==> src/rtl/hive_pkg.sv <==
// Shared types and constants for the hive ALU writeback path.
package hive_pkg;

  localparam int THD_W = 3;
  localparam int REG_W = 3;

  typedef struct packed {
    logic             vld;
    logic [THD_W-1:0] thd;
    logic [REG_W-1:0] dst;
    logic             sat;
    logic             sgn;
  } MS_WB_TAG_T;

  localparam logic [31:0] SAT_U_MAX = 32'hFFFF_FFFF;
  localparam logic [31:0] SAT_S_MAX = 32'h7FFF_FFFF;
  localparam logic [31:0] SAT_S_MIN = 32'h8000_0000;

endpackage

==> src/rtl/hive_tag_pipe.sv <==
// Fixed-depth delay line for issue tags of fixed-latency ALU units.
module hive_tag_pipe
  import hive_pkg::*;
#(
  parameter int DEPTH = 4
) (
  input  logic       clk_i,
  input  logic       rst_n_i,
  input  MS_WB_TAG_T tag_i,
  output MS_WB_TAG_T tag_o
);

  MS_WB_TAG_T stg_q [DEPTH];

  always_ff @(posedge clk_i) begin
    if (!rst_n_i) begin
      for (int i = 0; i < DEPTH; i++) begin
        stg_q[i] <= '0;
      end
    end else begin
      stg_q[0] <= tag_i;
      for (int i = 1; i < DEPTH; i++) begin
        stg_q[i] <= stg_q[i-1];
      end
    end
  end

  assign tag_o = stg_q[DEPTH-1];

endmodule

==> src/rtl/hive_alu_mul_shl_wb.sv <==
// Writeback alignment/saturation stage after the multiply/shift unit.
// Optional overflow event counter: HIVE_MS_WB_OVF_CNT_EN.
module hive_alu_mul_shl_wb
  import hive_pkg::*;
#(
  parameter int ALU_W   = 32,
  parameter int FLG_W   = 4,
  parameter int THREADS = 8,
  parameter int MS_LAT  = 4
) (
  input  logic               clk_i,
  input  logic               rst_n_i,
  input  logic               vld_i,
  input  logic [THD_W-1:0]   thd_i,
  input  logic [REG_W-1:0]   dst_i,
  input  logic               sat_i,
  input  logic               sgn_i,
  input  logic [ALU_W-1:0]   result_i,
  input  logic [FLG_W-1:0]   flg_i,
  input  logic               clr_i,
  input  logic [THD_W-1:0]   clr_thd_i,
  output logic               wb_vld_o,
  output logic [THD_W-1:0]   wb_thd_o,
  output logic [REG_W-1:0]   wb_dst_o,
  output logic [ALU_W-1:0]   wb_data_o,
  output logic               wb_ovf_o,
  output logic [THREADS-1:0] ovf_sticky_o,
  output logic [15:0]        ovf_cnt_o
);

  // Tag must be at the pipe output in the cycle the result is valid,
  // i.e. after edge E+MS_LAT, counting the capture edge E itself.
  localparam int TAG_STG = MS_LAT + 1;

  MS_WB_TAG_T       iss_tag;
  MS_WB_TAG_T       mat_tag;
  MS_WB_TAG_T       a_tag_q;
  logic [ALU_W-1:0] a_data_q;

  assign iss_tag = '{
    vld: vld_i,
    thd: thd_i,
    dst: dst_i,
    sat: sat_i,
    sgn: sgn_i
  };

  hive_tag_pipe #(
    .DEPTH (TAG_STG)
  ) u_tag_pipe (
    .clk_i   (clk_i),
    .rst_n_i (rst_n_i),
    .tag_i   (iss_tag),
    .tag_o   (mat_tag)
  );

  always_ff @(posedge clk_i) begin
    if (!rst_n_i) begin
      a_tag_q  <= '0;
      a_data_q <= '0;
    end else begin
      a_tag_q  <= mat_tag;
      a_data_q <= result_i;
    end
  end

  logic             ovf_u;
  logic             ovf_s;
  logic             ovf;
  logic [ALU_W-1:0] sat_val;
  logic [ALU_W-1:0] cmb_data;

  always_comb begin
    ovf_u = flg_i[2];
    ovf_s = !((!flg_i[2] && !flg_i[0]) ||
              ( flg_i[1] &&  flg_i[0]));
    ovf   = a_tag_q.sgn ? ovf_s : ovf_u;
    if (a_tag_q.sgn) begin
      sat_val = flg_i[3] ? ALU_W'(SAT_S_MIN)
                         : ALU_W'(SAT_S_MAX);
    end else begin
      sat_val = ALU_W'(SAT_U_MAX);
    end
    cmb_data = (a_tag_q.sat && ovf) ? sat_val : a_data_q;
  end

  always_ff @(posedge clk_i) begin
    if (!rst_n_i) begin
      wb_vld_o  <= 1'b0;
      wb_ovf_o  <= 1'b0;
      wb_thd_o  <= '0;
      wb_dst_o  <= '0;
      wb_data_o <= '0;
    end else begin
      wb_vld_o <= a_tag_q.vld;
      wb_ovf_o <= ovf && a_tag_q.vld;
      if (a_tag_q.vld) begin
        wb_thd_o  <= a_tag_q.thd;
        wb_dst_o  <= a_tag_q.dst;
        wb_data_o <= cmb_data;
      end
    end
  end

  logic [THREADS-1:0] set_vec;
  logic [THREADS-1:0] clr_vec;
  logic [THREADS-1:0] sticky_d;

  // Set is applied after clear so a same-edge collision keeps the bit.
  always_comb begin
    set_vec  = '0;
    clr_vec  = '0;
    if (wb_vld_o && wb_ovf_o) begin
      set_vec = THREADS'(1) << wb_thd_o;
    end
    if (clr_i) begin
      clr_vec = THREADS'(1) << clr_thd_i;
    end
    sticky_d = (ovf_sticky_o & ~clr_vec) | set_vec;
  end

  always_ff @(posedge clk_i) begin
    if (!rst_n_i) begin
      ovf_sticky_o <= '0;
    end else begin
      ovf_sticky_o <= sticky_d;
    end
  end

`ifdef HIVE_MS_WB_OVF_CNT_EN
  logic [15:0] cnt_q;

  always_ff @(posedge clk_i) begin
    if (!rst_n_i) begin
      cnt_q <= '0;
    end else if (clr_i) begin
      cnt_q <= {15'd0, wb_ovf_o};
    end else if (wb_ovf_o && cnt_q != 16'hFFFF) begin
      cnt_q <= cnt_q + 16'd1;
    end
  end

  assign ovf_cnt_o = cnt_q;
`else
  assign ovf_cnt_o = '0;
`endif

endmodule

==> config.mk <==
export PLATFORM = sky130hd
export DESIGN_NAME = hive_alu_mul_shl_wb
export DESIGN_NICKNAME = d
export VERILOG_FILES = /design/src/rtl/hive_pkg.sv /design/src/rtl/hive_tag_pipe.sv /design/src/rtl/hive_alu_mul_shl_wb.sv
export SDC_FILE = /design/constraint.sdc
export NUM_CORES = 1
export LEC_CHECK = 0
export ABC_AREA = 0
export BUFFER_PORTS_ARGS = -buffer_cell sky130_fd_sc_hd__clkbuf_2
export CAP_MARGIN = 20
export CORE_MARGIN = 2
export CORE_UTILIZATION = 47
export DETAILED_ROUTE_END_ITERATION = 10
export GPL_TIMING_DRIVEN = 0
export HOLD_SLACK_MARGIN = 0.03
export PLACE_DENSITY_LB_ADDON = 0.08
export SYNTH_ARGS = -nofsm -noshare
export SYNTH_HDL_FRONTEND = slang
export SYNTH_SLANG_ARGS = --single-unit
export TNS_END_PERCENT = 1
==> constraint.sdc <==
create_clock -name clk_i -period 1.25 [get_ports clk_i]
set_input_delay 0.1875 -clock clk_i [delete_from_list [all_inputs] [get_ports clk_i]]
set_output_delay 0.1875 -clock clk_i [all_outputs]
set_load 0.05 [all_outputs]
# Yosys cells after proc, flatten, opt, wreduce, memory -nomap -nowiden

Memory sizes are Yosys's and may differ from the RTL's. A register that Yosys moved wholly into a read port is not among the register bits.
Cells that the tools add are included.

Memory bits (writable): 45
Word-level logic and storage cells: 41
Output and inout port bits: 64
Latch bits: 0
Input bits: 51
Memories: 1
Register bits: 80
Memory bits (read-only): 0

Shift-type cells: 2
Div/mod/pow operators: 0
Add/sub/neg operators: 0
Multiply operators: 0
Reduce and logical (&&, ||, !) cells: 10
Order comparisons: 0
Bitwise logic cells: 8
Eq/ne operators: 0
Muxes and demuxes: 13

Memory list:

| name             | depth | width | read ports | clocked after Yosys merged registers in | wr ports | line                | RTL |
|---|---|---|---|---|---|---|---|
| u_tag_pipe.stg_q | 5     | 9     | 5          | 1                                       | 5        | hive_tag_pipe.sv:13 | `MS_WB_TAG_T stg_q [DEPTH];` |

Operators by type and width:

| cell                  | count |
|---|---|
| $mux W32              | 3 |
| $mux W9               | 5 |
| $mux W8               | 2 |
| $shl A1 B3 Y8 const A | 2 |
| $and A8 B8 Y8         | 1 |
| $not A8 Y8            | 1 |
| $or A8 B8 Y8          | 1 |
| $logic_and A1 B1 Y1   | 5 |
| $or A1 B1 Y1          | 5 |
| $logic_not A1 Y1      | 4 |
| $mux W1               | 3 |
| $logic_or A1 B1 Y1    | 1 |

# Depth between registers and ports, before layout

Gate-level depths: netlist (run 1).

Word-level depth: 7
Depth in mapped cells: 5
Mapped depth without buffers: 3

# Modules after synthesis

From an unflattened synthesis (run 1), not the netlist that was laid out.

Cell total of the unflattened synthesis: 426
Area total of the unflattened synthesis: 4,642.0 µm²

Modules (own cells, without submodules):

| module              | area each (µm²) | cells an instance | seq. area each (µm²) | instances |
|---|---|---|---|---|
| hive_alu_mul_shl_wb | 3,383.2         | 332               | 1,781.7              | 1 |
| hive_tag_pipe       | 1,258.7         | 94                | 900.9                | 1 |

# Worst setup path after synthesis (run 1)

OpenSTA, ideal clock, no wires.

Kind: flip-flop to flip-flop
From: register, netlist name a_tag_q[0]
To: register wb_data_o[31]
Slack: 29 ps
Stages on the path, launching flop included: 5
Path buffers: 1
Clock period less this slack: 1,221 ps
Data required time: 1,155 ps
Library setup time: 95 ps
Data arrival time: 1,125 ps
Cell sequence: dfxtp_1 > and3_1 > buf_2 > or3_1 > o311ai_1

Longest elaborated chain between the ends: 3
Elaborated cells on any way between the ends: 4
Those cells by class: 3 x mux; 1 x reduce/logical

RTL lines:

| element              | line                       | RTL |
|---|---|---|
| $mux W1              | hive_alu_mul_shl_wb.sv:77  | `ovf = a_tag_q.sgn ? ovf_s : ovf_u;` |
| $logic_and A1 B1 Y1  | hive_alu_mul_shl_wb.sv:84  | `cmb_data = (a_tag_q.sat && ovf) ? sat_val : a_data_q;` |
| $mux W32 *           | hive_alu_mul_shl_wb.sv:84  |  |
| end signal, assigned | hive_alu_mul_shl_wb.sv:100 | `wb_data_o <= cmb_data;` |
| end, declared        | hive_alu_mul_shl_wb.sv:25  | `output logic [ALU_W-1:0] wb_data_o,` |

Mark *: on every way between the ends. The rest lies on a longest branch, timed or not.
A chain may end at the register's enable or synchronous reset.

# Worst setup path after layout (run 1)

From: register wb_thd_o[1]
To: output wb_thd_o[1]

RTL lines:

| element                | line                      | RTL |
|---|---|---|
| start, declared        | hive_alu_mul_shl_wb.sv:23 | `output logic [THD_W-1:0] wb_thd_o,` |
| start signal, assigned | hive_alu_mul_shl_wb.sv:98 | `wb_thd_o <= a_tag_q.thd;` |

No word-level cell between the ends.

==> results.json, run 1 <==
{
  "areaGrowthSynthToFinish_pct": 54.5,
  "number_of_enable_flip_flop_cells_after_synthesis": 0,
  "clk_path_buf_depth": 2,
  "min_period_ns": 1.24,
  "tritoncts": "built",
  "timing.critical_path.from_type": "flop",
  "post-route-worst-setup-slack_ns": 0.0114,
  "yosysSeqAreaShare_pct": 60.1,
  "detailed_router_iteration_count_before_antenna_repair": 7,
  "std_cell_rows": 35,
  "syn-cell-area_um2": 4470,
  "detail_route.drc_violations": 0,
  "postSynthCellCount": 428,
  "gp_congestion": 0.802,
  "synth.avg_cell_area_um2": 10.4,
  "unrepaired_setup_endpoints_after_global_routing": "yes",
  "hpwlAfterDp_mm": 6.16,
  "yosys_reg_bits": 134,
  "worst_hold_path_type": "in -> reg",
  "timing_max_transition_violations_final": 0,
  "timing_hold_violations_final": 0,
  "m1WireLength_mm": 4.23,
  "result_of_the_run": "finished, final reports clean",
  "cts_made_buffers": 17,
  "setup_violations": 0,
  "boundaryPins": 115,
  "setup_total_negative_slack_ns": 0,
  "clkTransAtPathRegs_ns": 0.06,
  "dieArea_um2": 10300,
  "synthDistinctLibCells": 26,
  "fin_hold_ws_ns": 0.0835,
  "clock_tree.htree_level_count": 4,
  "crit_chain": "clkbuf_16",
  "yosys_warnings": 0,
  "worst_path_dominant_cell_family": "flip-flops",
  "worstSkewPairLatency_ns": 0.52,
  "first_global_vias": 3539,
  "worstPathBufferInverterCount": 1,
  "utilization_pct": 74.7,
  "async_reset_ff_share_pct": 0,
  "place.port_buffers": 97,
  "die-width_um": 101,
  "critPathSlowestCell": "sky130_fd_sc_hd__dfxtp_4",
  "power.density_nw_per_um2": 1430,
  "max_stage_delay_ns": 0.37,
  "wl_met3_um": 386,
  "die_ht_um": 101,
  "antenna-diode-count": 0,
  "critPathArrivalTime_ns": 1.05,
  "crit_type": "reg -> out",
  "postSynth.topFlopCell": "sky130_fd_sc_hd__dfxtp_1",
  "irDropWorstVdd_mv": 1.04,
  "crit_fanout": 5,
  "drt_iter0_markers": 81,
  "globalRouteOverflowTotal": 0,
  "placeableCoreArea_um2": 9240,
  "clock-skew-final_ns": 0.00735,
  "initial_antenna_violation_count": 0,
  "antenna_left": 0,
  "layout.nets": 652,
  "grt_usage_pct": 20.7,
  "fmaxAchievable_ghz": 0.807,
  "maxUsedRoutingLayer": "met4",
  "final_common_cell": "sky130_fd_sc_hd__dfxtp_1",
  "maxCapViolations": 0,
  "post_route_clock_period_utilization_pct": 99.1,
  "power.static_leakage_uw": 0.00287,
  "met2_layer_wire_length_in_the_routed_design_mm": 5.31,
  "floorplan.initialDensity_pct": 48.3,
  "clock-root-buffer": "sky130_fd_sc_hd__clkbuf_8",
  "dp.cells": 669,
  "leading_cell_types_in_the_layout_fill_and_taps_excluded": "sky130_fd_sc_hd__dfxtp_1 (92), sky130_fd_sc_hd__and2_1 (86), sky130_fd_sc_hd__clkbuf_2 (52)",
  "route.vias.total": 3570,
  "avgViaCountPerCell": 4.81,
  "post_drt_wl_per_cell_um": 13.7,
  "post-place-ws_ns": -0.229,
  "critPathRequiredTime_ns": 1.06,
  "finalNonFillerCells": 742,
  "grt_first_pass_wirelength_mm": 16.1,
  "route.final.wire_length_mm": 10.2,
  "clock_sink_count": 134,
  "critical_path.endpoint_type": "output pin",
  "drive_gt1_share_pct": 36.4,
  "pin_count_of_the_biggest_net_entering_global_routing": 17
}
-- cell families (layout without fill, tap and decap cells) --
logic type,after synthesis,in the layout,share of synthesized area [%]
multiplexers,6,6,1.34
flip-flops,134,134,60.1
other,1,16,0.0840
AO/OA/AOI/OAI,114,114,16.2
AND/OR/NAND/NOR,119,119,16.1
buffers and inverters,54,224,6.25
-- sequential cells by signal, summed over array words and instances, names as in the netlist --
name / flops
wb_data_o: 32
a_data_q: 32
wb_thd_o: 3
wb_dst_o: 3
ovf_sticky_o: 8
wb_vld_o: 1
u_tag_pipe.stg_q: 45
a_tag_q: 9
wb_ovf_o: 1
-- timing repair --
item,in CTS,in global routing
gates resized for setup,141,101
endpoints found under the setup margin,80,74
pin swaps,0,2
endpoints found under the hold margin,41,0
buffers inserted,0,2
hold buffers,41,0
-- Yosys cell counts, types with 3 or more instances --
master	instances	area (um^2)
sky130_fd_sc_hd__o21ai_0	38	190
sky130_fd_sc_hd__buf_2	13	65.1
sky130_fd_sc_hd__nor2b_1	10	62.6
sky130_fd_sc_hd__nand2_1	9	33.8
sky130_fd_sc_hd__buf_4	16	120
sky130_fd_sc_hd__dfxtp_1	134	2680
sky130_fd_sc_hd__mux2i_1	6	60.1
sky130_fd_sc_hd__a21boi_1	8	60.1
sky130_fd_sc_hd__and3_1	3	18.8
sky130_fd_sc_hd__and2_1	87	544
sky130_fd_sc_hd__a31oi_1	31	194
sky130_fd_sc_hd__clkbuf_1	22	82.6
sky130_fd_sc_hd__o31ai_1	34	255
sky130_fd_sc_hd__nand2b_1	3	18.8
-- where the power goes --
part / total [uW] / internal, uW / switching, uW
sequential: 4410 / 4370 / 33.5
combinational: 625 / 297 / 328
clock: 4820 / 3030 / 1790
-- cell type report --
type / count / area [um^2]
sequential: 134 / 2740
inverter: 2 / 7.51
buffer: 51 / 329
tap: 129 / 161
multi-input combinational: 255 / 1670
timing repair buffer: 140 / 1420
clock buffer: 19 / 422
fill: 637 / 2340
clock inverter: 12 / 154
-- stage by stage --
step | power (uW) | instance area [um^2]
floorplan | 4830 | 4520
global placement | 4970 | 5170
detailed placement | 4980 | 5170
CTS | 9880 | 6700
global route | 10200 | 6900
finish | 9850 | 6900
-- routing by layer --
layer | GRT usage (%) | vias to the layer above
met5 | 0 | -
met4 | 10.5 | 0
met3 | 6.21 | 26
met2 | 35.4 | 96
met1 | 23.3 | 1660
li1 | - | 1788
-- path summary, 6_finish.rpt --
| kind | startpoint | end | slack [ns] | depth (start not counted) |
|---|---|---|---|---|
| max | wb_thd_o[1] | wb_thd_o[1] | 0.01 | 1 |
| max reg2reg | a_tag_q[0] | wb_data_o[26] | 0.03 | 4 |
| min | clr_thd_i[2] | ovf_sticky_o[0] | 0.08 | 3 |
| min reg2reg | u_tag_pipe.stg_q[1][5] | u_tag_pipe.stg_q[2][5] | 0.43 | 1 |
No activity file was read; power rests on OpenSTA's default activity.
==> run 2, diff against run 1 <==
--- a/constraint.sdc
+++ b/constraint.sdc
@@ -3,2 +3,2 @@
 set_output_delay 0.1875 -clock clk_i [all_outputs]
-set_load 0.05 [all_outputs]
+set_load 0.005 [all_outputs]
==> results.json, run 2 (synthesized netlist as in run 1, its figures left out) <==
{
  "p_total_uw": 9700,
  "clk_path_buf_depth": 2,
  "clock-skew-final_ns": 0.00784,
  "largest_reg_flops": 45,
  "timing.critical_path.from_type": "flop",
  "min_period_ns": 1.23,
  "tritoncts": "built",
  "largestRegisters": "u_tag_pipe.stg_q x45, a_data_q x32, wb_data_o x32",
  "critPathRequiredTime_ns": 1.68,
  "clkTransAtPathRegs_ns": 0.06,
  "die_ht_um": 101,
  "clock-root-buffer": "sky130_fd_sc_hd__clkbuf_8",
  "clock_tree.htree_level_count": 4,
  "power.static_leakage_uw": 0.00275,
  "initial_antenna_violation_count": 0,
  "worst_hold_path_type": "in -> reg",
  "critPathArrivalTime_ns": 1.66,
  "pin_count_of_the_biggest_net_entering_global_routing": 17,
  "fin_hold_ws_ns": 0.0539,
  "placeableCoreArea_um2": 9240,
  "first_global_vias": 3395,
  "clock_sink_count": 134,
  "grt_usage_pct": 19.7,
  "std_cell_rows": 35,
  "critical_path.endpoint_type": "flop",
  "post_drt_wl_per_cell_um": 13.2,
  "route.final.wire_length_mm": 9.86,
  "post_route_clock_period_utilization_pct": 98.5,
  "detailed_router_iteration_count_before_antenna_repair": 4,
  "setup_violations": 0,
  "cts_made_buffers": 17,
  "detail_route.drc_violations": 0,
  "dieArea_um2": 10300,
  "crit_type": "reg -> reg",
  "dpl_cell_area_um2": 5170,
  "unrepaired_setup_endpoints_after_global_routing": "yes",
  "route.vias.total": 3506,
  "power.density_nw_per_um2": 1500,
  "leading_cell_types_in_the_layout_fill_and_taps_excluded": "sky130_fd_sc_hd__dfxtp_1 (129), sky130_fd_sc_hd__clkbuf_2 (99), sky130_fd_sc_hd__and2_1 (87)",
  "worstSkewPairLatency_ns": 0.51,
  "final_common_cell": "sky130_fd_sc_hd__dfxtp_1",
  "dp.cells": 669,
  "finalNonFillerCells": 744,
  "gp_congestion": 0.802,
  "irDropWorstVdd_mv": 1.05,
  "drive_gt1_share_pct": 32.4,
  "globalRouteOverflowTotal": 0,
  "top_register": "u_tag_pipe.stg_q",
  "areaGrowthSynthToFinish_pct": 44.5,
  "fmaxAchievable_ghz": 0.812,
  "layout.nets": 654,
  "antenna-diode-count": 0,
  "floorplan.initialDensity_pct": 48.3,
  "avgViaCountPerCell": 4.71,
  "crit_fanout": 10,
  "maxCapViolations": 0,
  "die-width_um": 101,
  "postLayoutCellArea_um2": 6450,
  "timing_max_transition_violations_final": 0,
  "antenna_left": 0,
  "result_of_the_run": "finished, final reports clean",
  "hpwlAfterDp_mm": 6.16,
  "grt_first_pass_wirelength_mm": 15.4,
  "boundaryPins": 115,
  "drt_iter0_markers": 98,
  "place.port_buffers": 97,
  "timing_hold_violations_final": 0
}
## run 2: per-layer routing
metal	vias up	routed length (um)	track usage [%]	share of wire (%)
li1	1788	-	-	-
met1	1615	4210	22.6	43
met2	86	5060	33.5	51
met3	17	385	6.28	3.9
met4	0	201	9.04	2.0
met5	-	0	0	0
## run 2: power by group
group	switching, uW	internal (uW)
clock network	1770	3030
registers	34.4	4370
logic	210	287
total	2010	7690
## run 2: final timing paths
check,start,endpoint,slack [ns],depth (start not counted)
min,clr_thd_i[2],ovf_sticky_o[0],0.05,3
min reg2reg,u_tag_pipe.stg_q[1][5],u_tag_pipe.stg_q[2][5],0.43,1
max,a_tag_q[0],wb_data_o[26],0.02,4
max reg2reg,a_tag_q[0],wb_data_o[26],0.02,4
## run 2: through the flow
stage	setup TNS [ns]	util, %	setup WS, ns
3_3_place_gp	-10.99	56.0	-0.170
2_1_floorplan	0	-	0.0294
6_report	0	69.8	0.0182
5_1_grt	-0.160	69.8	-0.0217
3_5_place_dp	-13.22	56.0	-0.229
4_1_cts	-0.418	67.2	-0.0523
## run 2: cell type report
cell class,instances,area [um^2]
Multi-Input combinational cell,255,1730
Clock buffer,19,422
Buffer,51,352
Fill cell,725,2790
Clock inverter,12,154
Tap cell,129,161
Inverter,2,7.51
Sequential cell,134,2700
Timing Repair Buffer,142,933
## run 2: what timing repair did
action / in CTS / in global routing
cloned: 0 / 2
buffers inserted: 0 / 2
hold buffers: 41 / 0
pin swaps: 0 / 2
gates resized for setup: 23 / 70
hold endpoints to repair: 41 / 0
endpoints found under the setup margin: 34 / 34
## run 2: worst max-delay path, cell delays in order, from the launching register on
cell                      delay (ns)
sky130_fd_sc_hd__dfxtp_4        0.36
sky130_fd_sc_hd__a21oi_4        0.26
sky130_fd_sc_hd__buf_4          0.26
sky130_fd_sc_hd__o31ai_4        0.09
sky130_fd_sc_hd__a31oi_1        0.18
==> run 3, diff against run 2 <==
Settings changed: CORE_MARGIN 2 to 4.
==> results.json, run 3 (synthesized netlist as in run 1, its figures left out) <==
{
  "critPathArrivalTime_ns": 1.66,
  "clock-root-buffer": "sky130_fd_sc_hd__clkbuf_8",
  "critPathSlowestCell": "sky130_fd_sc_hd__dfxtp_4",
  "crit_type": "reg -> reg",
  "timing_max_transition_violations_final": 0,
  "post-place-ws_ns": -0.222,
  "failed_checks": "setup timing",
  "tritoncts": "built",
  "largest_reg_flops": 45,
  "avgViaCountPerCell": 4.72,
  "place.port_buffers": 97,
  "gp_congestion": 0.782,
  "drive_gt1_share_pct": 34.0,
  "areaGrowthSynthToFinish_pct": 45.8,
  "worstSkewPairLatency_ns": 0.50,
  "drt_iter0_markers": 144,
  "power.static_leakage_uw": 0.00276,
  "die-width_um": 105,
  "result_of_the_run": "finished with violations",
  "largestRegisters": "u_tag_pipe.stg_q x45, a_data_q x32, wb_data_o x32",
  "grt_usage_pct": 18.0,
  "die_ht_um": 105,
  "post_drt_wl_per_cell_um": 13.6,
  "route.vias.total": 3527,
  "initial_antenna_violation_count": 0,
  "grt_first_pass_wirelength_mm": 16.0,
  "clock_tree.htree_level_count": 4,
  "detail_route.drc_violations": 0,
  "antenna-diode-count": 0,
  "boundaryPins": 115,
  "first_global_vias": 3389,
  "hpwlAfterDp_mm": 6.41,
  "clock_sink_count": 134,
  "detailed_router_iteration_count_before_antenna_repair": 4,
  "unrepaired_setup_endpoints_after_global_routing": "yes",
  "post_route_clock_period_utilization_pct": 100,
  "crit_chain": "and3_4, or3_1, o311ai_1",
  "clock-skew-final_ns": 0.00974,
  "globalRouteOverflowTotal": 0,
  "top_register": "u_tag_pipe.stg_q",
  "final_layout_fill_cell_count": 703,
  "pin_count_of_the_biggest_net_entering_global_routing": 17,
  "layout.nets": 656,
  "final_common_cell": "sky130_fd_sc_hd__dfxtp_1",
  "post-route-worst-setup-slack_ns": -0.00591,
  "critical_path.endpoint_type": "flop",
  "crit_fanout": 7,
  "critPathRequiredTime_ns": 1.65,
  "clkTransAtPathRegs_ns": 0.06,
  "finalNonFillerCells": 747,
  "setup_total_negative_slack_ns": -0.00591,
  "irDropWorstVdd_mv": 0.923,
  "power.density_nw_per_um2": 1490,
  "maxCapViolations": 0,
  "max_stage_delay_ns": 0.36,
  "dieArea_um2": 11100,
  "worst_hold_path_type": "in -> reg",
  "timing.critical_path.from_type": "flop",
  "fmaxAchievable_ghz": 0.796,
  "timing_hold_violations_final": 0,
  "cts_made_buffers": 17,
  "setup_violations": 1,
  "floorplan.initialDensity_pct": 48.3,
  "route.final.wire_length_mm": 10.2,
  "antenna_left": 0,
  "clk_path_buf_depth": 2,
  "placeableCoreArea_um2": 9240,
  "dp.cells": 669,
  "min_period_ns": 1.26,
  "std_cell_rows": 35,
  "leading_cell_types_in_the_layout_fill_and_taps_excluded": "sky130_fd_sc_hd__dfxtp_1 (129), sky130_fd_sc_hd__clkbuf_2 (100), sky130_fd_sc_hd__and2_1 (86)"
}
==> run 3: stage by stage <==
stage	power [uW]	hold slack, ns	cell area (um^2)	util, %
5_1_grt	10100	0.117	6510	70.5
3_3_place_gp	4850	0.393	5170	56.0
2_1_floorplan	4710	0.309	4520	-
4_1_cts	9790	0.103	6250	67.6
6_report	9730	0.121	6510	70.5
3_5_place_dp	4860	0.397	5170	56.0
==> run 3: final timing paths <==
kind	from	to	slack (ns)	depth (start not counted)
setup / recovery	a_tag_q[0]	wb_data_o[31]	-0.006	3
hold / removal	clr_i	ovf_sticky_o[2]	0.12	4
setup reg to reg	a_tag_q[0]	wb_data_o[31]	-0.006	3
hold reg to reg	u_tag_pipe.stg_q[3][2]	u_tag_pipe.stg_q[4][2]	0.43	1
==> run 3: per-layer routing <==
| layer | share of wire [%] | GRT usage, % |
|---|---|---|
| met3 | 4.5 | 5.08 |
| met2 | 51 | 30.3 |
| met5 | 0 | 0 |
| met4 | 0.97 | 7.12 |
| met1 | 43 | 21.8 |
==> run 3: where the power goes <==
part           total (uW)  internal (uW)  switching [uW]
registers            4410           4370            35.2
logic                 506            290             216
clock network        4810           2900            1910
==> run 3: worst max-delay path: cells and delay by family (launching register included) <==
kind               cells  cell delay [ns]
AOI/OAI and AO/OA      1             0.27
DFF                    1             0.36
and+or+nand+nor        2             0.53
==> run 3: repair_timing <==
action                     in CTS  in global routing
cloned                          0                  2
buffers inserted                0                  2
hold buffers                   43                  0
pin swaps                       2                  4
gates resized for setup        25                 70
hold endpoints to repair       43                  0
setup endpoints to repair      33                 34
==> run 3: final cells by class <==
type                       count  area (um^2)  area share [%]
clock inverter                14          164            2.52
sequential                   134         2700            41.4
tap                          129          161            2.48
timing repair buffer         144          956            14.7
multi-input combinational    255         1770            27.2
inverter                       2         7.51           0.115
buffer                        51          337            5.17
clock buffer                  18          418            6.42
